**src/rtl/vec_chk_fifo.sv**
```systemverilog
// vec_chk_fifo: synchronous FIFO for expected entries; full/empty decoded from the occupancy register
module vec_chk_fifo #(
    parameter int WIDTH = 9,
    parameter int DEPTH = 8
) (
    input  logic             clk,
    input  logic             rst,
    input  logic             push,
    input  logic [WIDTH-1:0] din,
    input  logic             pop,
    output logic [WIDTH-1:0] dout,
    output logic             full,
    output logic             empty
);
    localparam int AW = $clog2(DEPTH);
    logic [WIDTH-1:0] mem [DEPTH];
    logic [AW-1:0] wr_ptr, rd_ptr;
    logic [AW:0] count;
    logic do_push, do_pop;
    assign full = count == (AW+1)'(DEPTH);
    assign empty = count == '0;
    assign do_push = push & ~full;
    assign do_pop = pop & ~empty;
    assign dout = mem[rd_ptr];
    always_ff @(posedge clk or posedge rst)
        if (rst) begin
            wr_ptr <= '0;
            rd_ptr <= '0;
            count <= '0;
        end else begin
            wr_ptr <= wr_ptr + AW'(do_push);
            rd_ptr <= rd_ptr + AW'(do_pop);
            count <= count + (AW+1)'(do_push) - (AW+1)'(do_pop);
        end
    always_ff @(posedge clk)
        if (do_push) mem[wr_ptr] <= din;
endmodule

```
**config.mk**
```make
export PLATFORM = sky130hd
export DESIGN_NAME = vec_chk_fifo
export DESIGN_NICKNAME = d
export VERILOG_FILES = /design/src/rtl/vec_chk_fifo.sv
export SDC_FILE = /design/constraint.sdc
export NUM_CORES = 1
export LEC_CHECK = 0
export BUFFER_PORTS_ARGS = -buffer_cell sky130_fd_sc_hd__buf_4
export CORE_UTILIZATION = 45
export DETAILED_ROUTE_END_ITERATION = 12
export GPL_TIMING_DRIVEN = 0
export SETUP_SLACK_MARGIN = 0.1
export SYNTH_ARGS = -nofsm -noshare
export SYNTH_HDL_FRONTEND = slang
export SYNTH_SLANG_ARGS = --single-unit
export TNS_END_PERCENT = 1
```
**constraint.sdc**
```tcl
create_clock -name clk -period 3.05 [get_ports clk]
set_input_delay 0.305 -clock clk [delete_from_list [all_inputs] [get_ports clk]]
set_output_delay 0.305 -clock clk [all_outputs]
set_load 0.02 [all_outputs]
```
==> metrics.yaml <==
status: "complete, no violations"
skew_ns: 0.007976
fin_ws_ns: 0.6474
num_antenna_cells: 0
ir_worst_vdd_mv: 0.4433
drt_iter0_drc: 42
routed_via_density: 5.259
wl_mm: 5.823
portBuffers: 23
grt_setup_unrepaired: "false"
grt_first_pass_wirelength_mm: 8.894
core_area_mm2: 0.007214
cts_resized: 0
finalHoldViolations: 0
setup_viol: 0
crit_arrival_ns: 2.10
synth_cell_types: 23
post_drt_wl_per_cell_um: 19.81
cts_buffer_depth: 2
cp_max_fo: 10
startpoint_type: "flop"
cp_top_family: "buffers and inverters"
seq_power_share: 0.432
nets: 215
setup_tns_ns: 0
syn_nets: 180
chipHeight_um: 88.18
maxSlewHeadroom: 0.2850
p_switching_mw: 1.108
gr-total-overflow: 0
clock-root-buffer: "clkbuf_8"
synth-seq-cells: 82
p_comb_frac: 0.361
start_util: 0.4632
crit_chain: "buf_2, buf_2, mux4_1, mux2_2, buf_4"
die_w_um: 88.18
worst_pin_slew_ns: 1.069
path_buf_inv: 3
firstDrtPassIters: 4
clock-sinks: 82
p_sw_frac: 0.3131
clk_latency_ns: 0.35
first_global_vias: 1626
holdCritPathClass: "primary input to flop"
cpMostUsedCell: "buf_2"
globalplace.congestion: 0.7254
die-area_mm2: 0.007775
crit_required_ns: 2.74
clkPwrFrac: 0.206
hpwlAfterDp_mm: 3.604
powerDensity_mw_per_mm2: 923.4
vias: 1546
crit_slowest_cell: "buf_2"
fin_crit_ns: 2.403
area_delta_synth_final_pct: 14.71
yosysSeqAreaShare: 0.7218
drc: 0
io_pins: 24
post-route-period-util: 0.7877
place_ws_ns: 0.7573
leakagePower_nw: 1.418
path_class: "flop to output pin"
final-max-slew-violation-count: 0
cts_inserted_buffers: 9
yosysWarnings: 0
cts_tree: "yes"
antenna_found_initial: 0
htreeDepth: 3
power.internal_mw: 2.432
cp-end-kind: "output pin"
drive_above_1_share: 0.2615
synth_cells: 156
grt_use_total: 0.1710
drv_cap: 0
ant_nets: 0
max_freq_ghz: 0.4162
syn_area_per_cell_um2: 21.42
core.rowCount: 31
clk_pin_slew_worst_paths_ns: 0.08
grt_max_degree: 13
synth_area_mm2: 0.003342
power_mw: 3.540
cpPeakStageDelay_ns: 0.35
-- path summary, 6_finish.rpt --
kind,from,endpoint,slack (ns),cells past startpoint
worst min register to register,rd_ptr[1],rd_ptr[1],0.52,1
min in group asynchronous,rst,count[3],0.48,3
worst min-delay path,din[4],mem[2][4],0.18,1
worst max register to register,count[2],count[2],0.76,9
worst max-delay path,rd_ptr[2],dout[1],0.65,5
max in group asynchronous,rst,wr_ptr[0],2.28,3
-- cell type report --
class / instances / area [um2]
Buffer: 5 / 45.04
Clock buffer: 11 / 131.4
Clock inverter: 4 / 43.79
Fill cell: 607 / 3381
Inverter: 8 / 30.03
Multi-Input combinational cell: 61 / 864.6
Sequential cell: 82 / 2412
Tap cell: 99 / 123.9
Timing Repair Buffer: 24 / 182.7
-- cells in the mapped netlist --
library cell	count	area [um2]
buf_2	2	10.01
or3b_2	1	8.760
nand3b_1	1	7.510
nand2b_1	2	12.51
a21oi_1	1	5.000
xor2_1	4	35.03
dfrtp_1	10	250.2
a21o_1	1	7.510
mux4_1	18	473.0
mux2_2	9	101.4
nand2_1	2	7.510
nor3_1	2	10.01
nand3_1	1	5.000
buf_6	1	11.26
inv_1	8	30.03
buf_1	1	3.750
nor2b_1	1	6.260
edfxtp_1	72	2162
nor2_1	6	22.52
buf_12	1	20.02
ha_1	10	125.1
nor3b_1	1	7.510
fa_1	1	20.02
-- state kept, by name, indices dropped and copies added, names as in the netlist --
signal and count:
mem 72, rd_ptr 3, wr_ptr 3, count 4
-- timing repair --
item,CTS,global route
hold endpoints to repair,10,0
hold buffers,1,0
setup buffers,0,0
-- stage by stage --
step / instance area [um2] / hold slack, ns / cells / utilization
3_5_place_dp: 3649 / 0.3191 / 278 / 0.5057
6_report: 3834 / 0.1782 / 294 / 0.5314
3_3_place_gp: 3638 / 0.3013 / 278 / 0.5043
2_1_floorplan: 3342 / 0.1452 / 156 / -
5_1_grt: 3834 / 0.1665 / 294 / 0.5314
4_1_cts: 3834 / 0.1612 / 294 / 0.5314
-- layout by cell type (no fill, tap or decap), drive strengths merged, types with 2 or more instances in the layout --
cell type	count
nand2b	2
nand2	2
inv	8
buf	28
nor2	6
clkbuf	11
clkinv	3
dfrtp	10
nor3	2
ha	10
edfxtp	72
xor2	4
mux2	9
mux4	18
-- power by group through the flow --
stage / clock, mW / sequential, mW / combinational (mW)
after global placement: 0 / 1.54 / 1.25
after detailed placement: 0 / 1.56 / 1.31
after CTS: 0.749 / 1.53 / 1.31
after floorplan: 0 / 1.52 / 0.889
final: 0.731 / 1.53 / 1.28
after global routing: 0.792 / 1.55 / 1.39
-- cells by family after synthesis --
family	count (synthesis)	share of synthesized area
buffers and inverters	13	0.02246
xor gates and xnor gates	4	0.01048
and+or+nand+nor	17	0.02621
AOI/OAI and AO/OA	2	0.003743
adders and majority gates	11	0.04343
muxes	27	0.1718
DFF	82	0.7218
-- metal layers --
metal,vias up,share of wire,track usage
li1,704,-,-
met1,791,0.45,0.2141
met2,38,0.50,0.2734
met3,13,0.027,0.04053
met4,0,0.025,0.09971
met5,-,0,0
Power figures use the tool's default switching activity.
